==> src/rtl/ram_arbiter_if.sv <==
// Requester-side bus of the RAM arbiter: one instance per port.
interface ram_arbiter_if;
  localparam int unsigned ADDR_W = 16;
  localparam int unsigned DATA_W = 8;

  logic              req;
  logic              we;
  logic [ADDR_W-1:0] addr;
  logic [DATA_W-1:0] wdata;
  logic              gnt;
  logic              rvalid;
  logic [DATA_W-1:0] rdata;

  // Requester drives the command and sees grant / read return.
  modport master (
    output req, we, addr, wdata,
    input  gnt, rvalid, rdata
  );

  // Arbiter sees the command and drives grant / read return.
  modport slave (
    input  req, we, addr, wdata,
    output gnt, rvalid, rdata
  );
endinterface

==> src/rtl/ram_arbiter.sv <==
// Two-port round-robin arbiter in front of a single-port byte RAM.
// One access per cycle, registered RAM command, read data returned two
// edges after accept; addresses beyond MEM_LENGTH never reach the RAM.
module ram_arbiter #(
  parameter  int unsigned MEM_LENGTH = 255,
  localparam int unsigned ADDR_W     = 16,
  localparam int unsigned DATA_W     = 8
) (
  input  logic              clk,
  input  logic              rst_n,
  ram_arbiter_if.slave      p0_if,
  ram_arbiter_if.slave      p1_if,
  output logic [ADDR_W-1:0] ram_address_o,
  output logic [DATA_W-1:0] ram_data_in_o,
  output logic              ram_write_enable_o,
  output logic              ram_read_enable_o,
  input  logic [DATA_W-1:0] ram_data_out_i
);

  logic              last_q,       last_d;
  logic [ADDR_W-1:0] addr_q,       addr_d;
  logic [DATA_W-1:0] wdata_q,      wdata_d;
  logic              we_q,         we_d;
  logic              re_q,         re_d;
  logic              rd_pend_q,    rd_pend_d;
  logic              rd_port_q,    rd_port_d;
  logic              rd_oob_q,     rd_oob_d;
  logic [1:0]        rvalid_q,     rvalid_d;
  logic              rd_oob_dly_q, rd_oob_dly_d;

  logic              gnt0_c;
  logic              gnt1_c;
  logic              accept_c;
  logic              sel_c;
  logic              sel_we_c;
  logic [ADDR_W-1:0] sel_addr_c;
  logic [DATA_W-1:0] sel_wdata_c;
  logic              oob_c;
  logic [DATA_W-1:0] rdata_c;

  // Round-robin grant; on contention the port not served last wins.
  always_comb begin
    gnt0_c = 1'b0;
    gnt1_c = 1'b0;
    if (rst_n) begin
      if (p0_if.req && p1_if.req) begin
        gnt0_c = last_q;
        gnt1_c = ~last_q;
      end else begin
        gnt0_c = p0_if.req;
        gnt1_c = p1_if.req;
      end
    end
  end

  // Select the command of the granted port and classify its address.
  always_comb begin
    accept_c    = gnt0_c | gnt1_c;
    sel_c       = gnt1_c;
    sel_we_c    = sel_c ? p1_if.we    : p0_if.we;
    sel_addr_c  = sel_c ? p1_if.addr  : p0_if.addr;
    sel_wdata_c = sel_c ? p1_if.wdata : p0_if.wdata;
    oob_c       = sel_addr_c > ADDR_W'(MEM_LENGTH);
  end

  // Next-state: RAM command stage and the two-stage read-return pipeline.
  always_comb begin
    last_d       = last_q;
    addr_d       = addr_q;
    wdata_d      = wdata_q;
    we_d         = 1'b0;
    re_d         = 1'b0;
    rd_pend_d    = 1'b0;
    rd_port_d    = rd_port_q;
    rd_oob_d     = rd_oob_q;
    rvalid_d     = {rd_pend_q & rd_port_q, rd_pend_q & ~rd_port_q};
    rd_oob_dly_d = rd_oob_q;
    if (accept_c) begin
      last_d  = sel_c;
      addr_d  = sel_addr_c;
      wdata_d = sel_wdata_c;
      we_d    = sel_we_c & ~oob_c;
      re_d    = ~sel_we_c & ~oob_c;
      if (!sel_we_c) begin
        rd_pend_d = 1'b1;
        rd_port_d = sel_c;
        rd_oob_d  = oob_c;
      end
    end
  end

  // State registers; reset cancels any command or read in flight.
  always_ff @(posedge clk or negedge rst_n) begin
    if (!rst_n) begin
      last_q       <= 1'b1;
      addr_q       <= '0;
      wdata_q      <= '0;
      we_q         <= 1'b0;
      re_q         <= 1'b0;
      rd_pend_q    <= 1'b0;
      rd_port_q    <= 1'b0;
      rd_oob_q     <= 1'b0;
      rvalid_q     <= '0;
      rd_oob_dly_q <= 1'b0;
    end else begin
      last_q       <= last_d;
      addr_q       <= addr_d;
      wdata_q      <= wdata_d;
      we_q         <= we_d;
      re_q         <= re_d;
      rd_pend_q    <= rd_pend_d;
      rd_port_q    <= rd_port_d;
      rd_oob_q     <= rd_oob_d;
      rvalid_q     <= rvalid_d;
      rd_oob_dly_q <= rd_oob_dly_d;
    end
  end

  // Read data straight from the RAM's output register, zeroed for
  // out-of-range reads and held at zero whenever no return is valid.
  always_comb begin
    rdata_c = '0;
    if ((|rvalid_q) && !rd_oob_dly_q) rdata_c = ram_data_out_i;
  end

  assign p0_if.gnt    = gnt0_c;
  assign p1_if.gnt    = gnt1_c;
  assign p0_if.rvalid = rvalid_q[0];
  assign p1_if.rvalid = rvalid_q[1];
  assign p0_if.rdata  = rdata_c;
  assign p1_if.rdata  = rdata_c;

  assign ram_address_o      = addr_q;
  assign ram_data_in_o      = wdata_q;
  assign ram_write_enable_o = we_q;
  assign ram_read_enable_o  = re_q;

endmodule

==> src/flat_wrapper.sv <==
// flat-port wrapper written by rule: the top's interface ports become plain ports
module ram_arbiter_flat 
#(
  parameter  int unsigned MEM_LENGTH = 255,
  localparam int unsigned ADDR_W     = 16,
  localparam int unsigned DATA_W     = 8
)
  (clk, rst_n, ram_address_o, ram_data_in_o, ram_write_enable_o, ram_read_enable_o, ram_data_out_i, p0_if_req, p0_if_we, p0_if_addr, p0_if_wdata, p0_if_gnt, p0_if_rvalid, p0_if_rdata, p1_if_req, p1_if_we, p1_if_addr, p1_if_wdata, p1_if_gnt, p1_if_rvalid, p1_if_rdata);
  ram_arbiter_if p0_if_i ();
  ram_arbiter_if p1_if_i ();
  input  logic clk;
  input  logic rst_n;
  output logic [ADDR_W-1:0] ram_address_o;
  output logic [DATA_W-1:0] ram_data_in_o;
  output logic ram_write_enable_o;
  output logic ram_read_enable_o;
  input  logic [DATA_W-1:0] ram_data_out_i;
  input wire logic [$bits(p0_if_i.req)-1:0] p0_if_req;
  input wire logic [$bits(p0_if_i.we)-1:0] p0_if_we;
  input wire logic [$bits(p0_if_i.addr)-1:0] p0_if_addr;
  input wire logic [$bits(p0_if_i.wdata)-1:0] p0_if_wdata;
  output wire logic [$bits(p0_if_i.gnt)-1:0] p0_if_gnt;
  output wire logic [$bits(p0_if_i.rvalid)-1:0] p0_if_rvalid;
  output wire logic [$bits(p0_if_i.rdata)-1:0] p0_if_rdata;
  input wire logic [$bits(p1_if_i.req)-1:0] p1_if_req;
  input wire logic [$bits(p1_if_i.we)-1:0] p1_if_we;
  input wire logic [$bits(p1_if_i.addr)-1:0] p1_if_addr;
  input wire logic [$bits(p1_if_i.wdata)-1:0] p1_if_wdata;
  output wire logic [$bits(p1_if_i.gnt)-1:0] p1_if_gnt;
  output wire logic [$bits(p1_if_i.rvalid)-1:0] p1_if_rvalid;
  output wire logic [$bits(p1_if_i.rdata)-1:0] p1_if_rdata;
  assign p0_if_i.req = p0_if_req;
  assign p0_if_i.we = p0_if_we;
  assign p0_if_i.addr = p0_if_addr;
  assign p0_if_i.wdata = p0_if_wdata;
  assign p0_if_gnt = p0_if_i.gnt;
  assign p0_if_rvalid = p0_if_i.rvalid;
  assign p0_if_rdata = p0_if_i.rdata;
  assign p1_if_i.req = p1_if_req;
  assign p1_if_i.we = p1_if_we;
  assign p1_if_i.addr = p1_if_addr;
  assign p1_if_i.wdata = p1_if_wdata;
  assign p1_if_gnt = p1_if_i.gnt;
  assign p1_if_rvalid = p1_if_i.rvalid;
  assign p1_if_rdata = p1_if_i.rdata;
  ram_arbiter #(.MEM_LENGTH(MEM_LENGTH)) u_core (.clk(clk), .rst_n(rst_n), .p0_if(p0_if_i), .p1_if(p1_if_i), .ram_address_o(ram_address_o), .ram_data_in_o(ram_data_in_o), .ram_write_enable_o(ram_write_enable_o), .ram_read_enable_o(ram_read_enable_o), .ram_data_out_i(ram_data_out_i));
endmodule
==> config.mk <==
export PLATFORM = sky130hd
export DESIGN_NAME = ram_arbiter_flat
export DESIGN_NICKNAME = d
export VERILOG_FILES = /design/src/rtl/ram_arbiter_if.sv /design/src/rtl/ram_arbiter.sv /design/src/flat_wrapper.sv
export SDC_FILE = /design/constraint.sdc
export NUM_CORES = 1
export LEC_CHECK = 0
export ABC_AREA = 1
export BUFFER_PORTS_ARGS = -buffer_cell sky130_fd_sc_hd__clkbuf_2
export CORE_ASPECT_RATIO = 0.9
export CORE_UTILIZATION = 45
export DETAILED_ROUTE_END_ITERATION = 10
export PLACE_DENSITY = 0.84
export SETUP_SLACK_MARGIN = 0.5
export SLEW_MARGIN = 20
export SYNTH_ARGS = -nofsm -noshare
export SYNTH_HDL_FRONTEND = slang
export SYNTH_SLANG_ARGS = --single-unit
==> constraint.sdc <==
create_clock -name clk -period 3.7 [get_ports clk]
set_input_delay 0.185 -clock clk [delete_from_list [all_inputs] [get_ports clk]]
set_output_delay 0.185 -clock clk [all_outputs]
set_load 0.02 [all_outputs]
# Word-level counts from Yosys, hierarchy flattened
# Index checks and enable logic that the tools add are counted.
# Widths: inputs -> output; s select.
# word_totals
ff_bits,33
mem_bits_rw,0
elab_cells,37
romBits,0
output_inout_bits,46
latch_bits,0
n_memories,0
# op_classes
bitwise,9
shift,0
n_div,0
n_mul,0
n_reduce_logical,5
add_sub_neg,0
order_cmp,1
n_mux,12
n_eq_ne,0
# ops
operator,count
$gt 16x8->1 const B,1
$mux 16,1
$mux 8,2
$mux 1,9
$and 1x1->1,4
$not 1->1,4
$logic_and 1x1->1,2
$reduce_and 2->1,1
$reduce_or 2->1,1
$logic_not 1->1,1
$or 1x1->1,1

# Logic depth before layout (Yosys ltp)
# logic_depth
depth_word,8
mapped_depth,11
ltp_nobuf,10

# Least setup slack after synthesis
# No wires, ideal clock.
# synth_timing
path_type,reg-to-output
from,reg u_core.rvalid_q[1]
to,out p1_if_rdata[0]
stages_incl_launch_ff,4
path_buffers,1
arrival_time_ps,1235
slack_ps,2280
cell_sequence,dfrtp_1 -> o21bai_1 -> nor2_1 -> buf_4
# synth_between
elab_chain_len,3
# synth_rtl
item,line_no,text
"start, declared",ram_arbiter.sv:28,"logic [1:0] rvalid_q, rvalid_d;"
"start signal, assigned",ram_arbiter.sv:114,rvalid_q <= rvalid_d;
$reduce_or 2->1,ram_arbiter.sv:123,if ((|rvalid_q) && !rd_oob_dly_q) rdata_c = ram_data_out_i;
$logic_and 1x1->1,ram_arbiter.sv:123,
$mux 8,ram_arbiter.sv:123,
"end, declared",flat_wrapper.sv:31,output wire logic [$bits(p1_if_i.rdata)-1:0] p1_if_rdata;
# No other way between the ends.

# Worst setup path after layout
# layout_timing
from,in rst_n
to,reg u_core.rd_port_q
# layout_between
elab_chain_len,4
# layout_rtl
item,line_no,text
"start, declared",flat_wrapper.sv:12,input logic rst_n;
$mux 1,ram_arbiter.sv:45,if (rst_n) begin
$mux 1,ram_arbiter.sv:60,sel_we_c = sel_c ? p1_if.we : p0_if.we;
$not 1->1,-,
$reduce_and 2->1 (no line),-,
"end signal, assigned",ram_arbiter.sv:112,rd_port_q <= rd_port_d;
"end, declared",ram_arbiter.sv:26,"logic rd_port_q, rd_port_d;"
# Parallel ways exist; a longest one is shown, timed or not.
# A chain may end at the register's enable or synchronous reset.

==> impl_metrics.ini <==
[cts]
htreeDepth = 2
root_buffer = clkbuf_8
cts_resized = 0
clock_latency_ps = 270
cts_tree = done
cts.sinks = 33
clk_path_buf_depth = 2
numCtsBuffers = 5
clkTransAtPathRegs_ps = 60

[setup_path]
crit_family = buffers and inverters
crit_buf_inv = 4
cp_max_fo = 27
crit_required_ps = 3860
path_cells = dlygate4sd3_1 > clkbuf_2 > nand2_4 > nand2_2 > inv_1 > nor2_2 > inv_1 > nand2_1 > o21ai_2
crit_arrival_ps = 2480
slowest_delay_ps = 520
regToRegSetupSlack_ps = 2200
critical_path_class = in2reg
start_kind = input port
cp_slowest_cell = dlygate4sd3_1
endpoint_kind = flop
cp_common_cell = inv_1

[sta]
setup_viol = 0
min_period_ps = 2320
post-route-period-util_pct = 62.6
drv_slew = 0
setup_tns_ps = 0
clock_skew_ps = 1.74
worstMarginPinSlew_ps = 669
finalHoldViolCount = 0
relSlewSlack_pct = 55.4
max_freq_mhz = 432
rsz0062_at_grt = no
setup_slack_ps = 1380

[synthesis]
synth_seq_area_share_pct = 48.1
synth-seq-cells = 33
yosys_warnings = 0
yosys.cell_types.count = 23
synth_area_sq_um = 1720
avgSynthCellArea_sq_um = 7.99
syn_nets = 277
syn_inst = 215

[pwr]
vdd_drop_max_mv = 0.308
power_density_nw_per_um2 = 420
p_leak_nw = 1.35

[place]
dp_cells = 352
hpwl_microns = 3040
place_congestion = 0.766
port_buffers = 107
place_ws_ps = 1590

[routing]
drc_errors = 0
detail-route-antenna-nets = 0
wl_per_cell_microns = 10.9
initialDrtViolationCount = 63
vias_per_cell = 4.73
wl_microns = 3910
vias = 1702
drt-pass1-iter-count = 4

[global_routing]
grt_pass1_vias = 1461
grt_pass1_wl_microns = 6210
busiest_layer = met2
use_met3_pct = 6.77
antenna_found_initial = 0
grt_usage_pct = 21.0
grt_max_degree = 28
met2_usage_pct = 37.1
grt_remaining_overflow = 0
use_met1_pct = 23.6

[layout]
final_common_cell = clkbuf_2
drive_above_1_share_pct = 40.2
num-fill-cells = 306
antenna-diode-count = 0
syn2layout_area_growth_pct = 34.1
instances_no_fill = 360
final_cell_mix = clkbuf_2 (107), nand2_1 (58), nor2_1 (32), dfrtp_1 (32), o21ai_0 (25)
final_nets = 378

[floorplan]
dieArea_sq_um = 4070
dieHeight_microns = 60.6
core_sq_um = 3500
start_util_pct = 49.0
num_rows = 20
fp.dieW_microns = 67.1
io_pins = 108

[worst_hold_path]
hold_class = in2reg

[job]
maxCapViolCount = 0

[run_status]
outcome = finished clean
==> per-stage QoR <==
stage / utilization [%] / cell area (sq um) / hold WS (ps) / power, mW
floorplan: - / 1720 / -111 / 0.614
global placement: 63.0 / 2210 / 108 / 0.710
detailed placement: 63.0 / 2210 / 124 / 0.717
CTS: 65.8 / 2300 / 127 / 0.980
global route: 65.8 / 2300 / 119 / 1.03
finish: 65.8 / 2300 / 131 / 0.968
==> cell families after synthesis <==
kind of cell	Yosys count	synth area share (%)
AO/OA/AOI/OAI	36	11.4
flip-flops	33	48.1
AND/OR/NAND/NOR	106	28.3
buffers and inverters	40	12.1
==> worst reg2reg max path, delay by kind of cell (launching register included) <==
family	cells	cell delay (ps)
AND/OR/NAND/NOR	9	860
flip-flops	1	560
==> report_power, final <==
group,internal [mW],leakage (nW),switching [mW],total [mW]
registers,0.412,0.397,0.0292,0.441
logic,0.0966,0.907,0.172,0.268
clock network,0.147,0.0443,0.112,0.259
==> flip-flops by register name, summed over array words and instances (netlist names) <==
| signal | flops |
|---|---|
| u_core.last_q | 1 |
| u_core.rd_oob_dly_d | 1 |
| u_core.rd_oob_dly_q | 1 |
| u_core.ram_write_enable_o | 1 |
| u_core.ram_read_enable_o | 1 |
| u_core.ram_data_in_o | 8 |
| u_core.rvalid_q | 2 |
| u_core.ram_address_o | 16 |
| u_core.rd_port_q | 1 |
| u_core.rd_pend_q | 1 |
==> cell usage after synthesis <==
library cell / instances / area, sq um
inv_1: 23 / 86.3
nor2_8: 1 / 20.0
o21ai_2: 1 / 8.76
buf_4: 10 / 75.1
nor2_1: 32 / 120
nand3_1: 1 / 5.00
nand2_8: 1 / 20.0
nor2_2: 1 / 6.26
dfstp_2: 1 / 26.3
a31oi_1: 8 / 50.1
o21bai_1: 1 / 7.51
nand2_1: 58 / 218
dfrtp_1: 32 / 801
buf_8: 1 / 15.0
inv_6: 1 / 8.76
nand2_2: 3 / 18.8
buf_2: 3 / 15.0
inv_2: 1 / 3.75
nand2_4: 3 / 33.8
a21oi_1: 1 / 5.00
clkbuf_1: 1 / 3.75
nand3b_1: 6 / 45.0
o21ai_0: 25 / 125
==> area by class of cell <==
class,count,area (sq um),area share [%]
multi-input cells,142,683,29.7
clock buffers,7,86.3,3.75
well taps,44,55.1,2.39
inverters,25,98.8,4.29
flip-flops and latches,33,827,35.9
repair buffers,109,553,24.0
==> final timing paths <==
path	start	to	cells past startpoint
setup / recovery	rst_n	u_core.rd_port_q	9
hold / removal	p1_if_we	u_core.rd_port_q	2
setup reg to reg	u_core.last_q	u_core.rd_oob_dly_d	9
max in group asynchronous	rst_n	u_core.last_q	3
min in group asynchronous	rst_n	u_core.ram_address_o[0]	2
hold reg to reg	u_core.rd_oob_dly_d	u_core.rd_oob_dly_q	0
==> repair_timing <==
action                    CTS  global route
buffers inserted            0             0
hold endpoints to repair   12             0
hold buffers                1             0
==> metal layers <==
metal  wire length [microns]  up-vias
li1                        -      860
met3                     324        4
met1                    1610      752
met4                      57        0
met2                    1920       86
met5                       0        -
(Power assumes the default switching activity.)
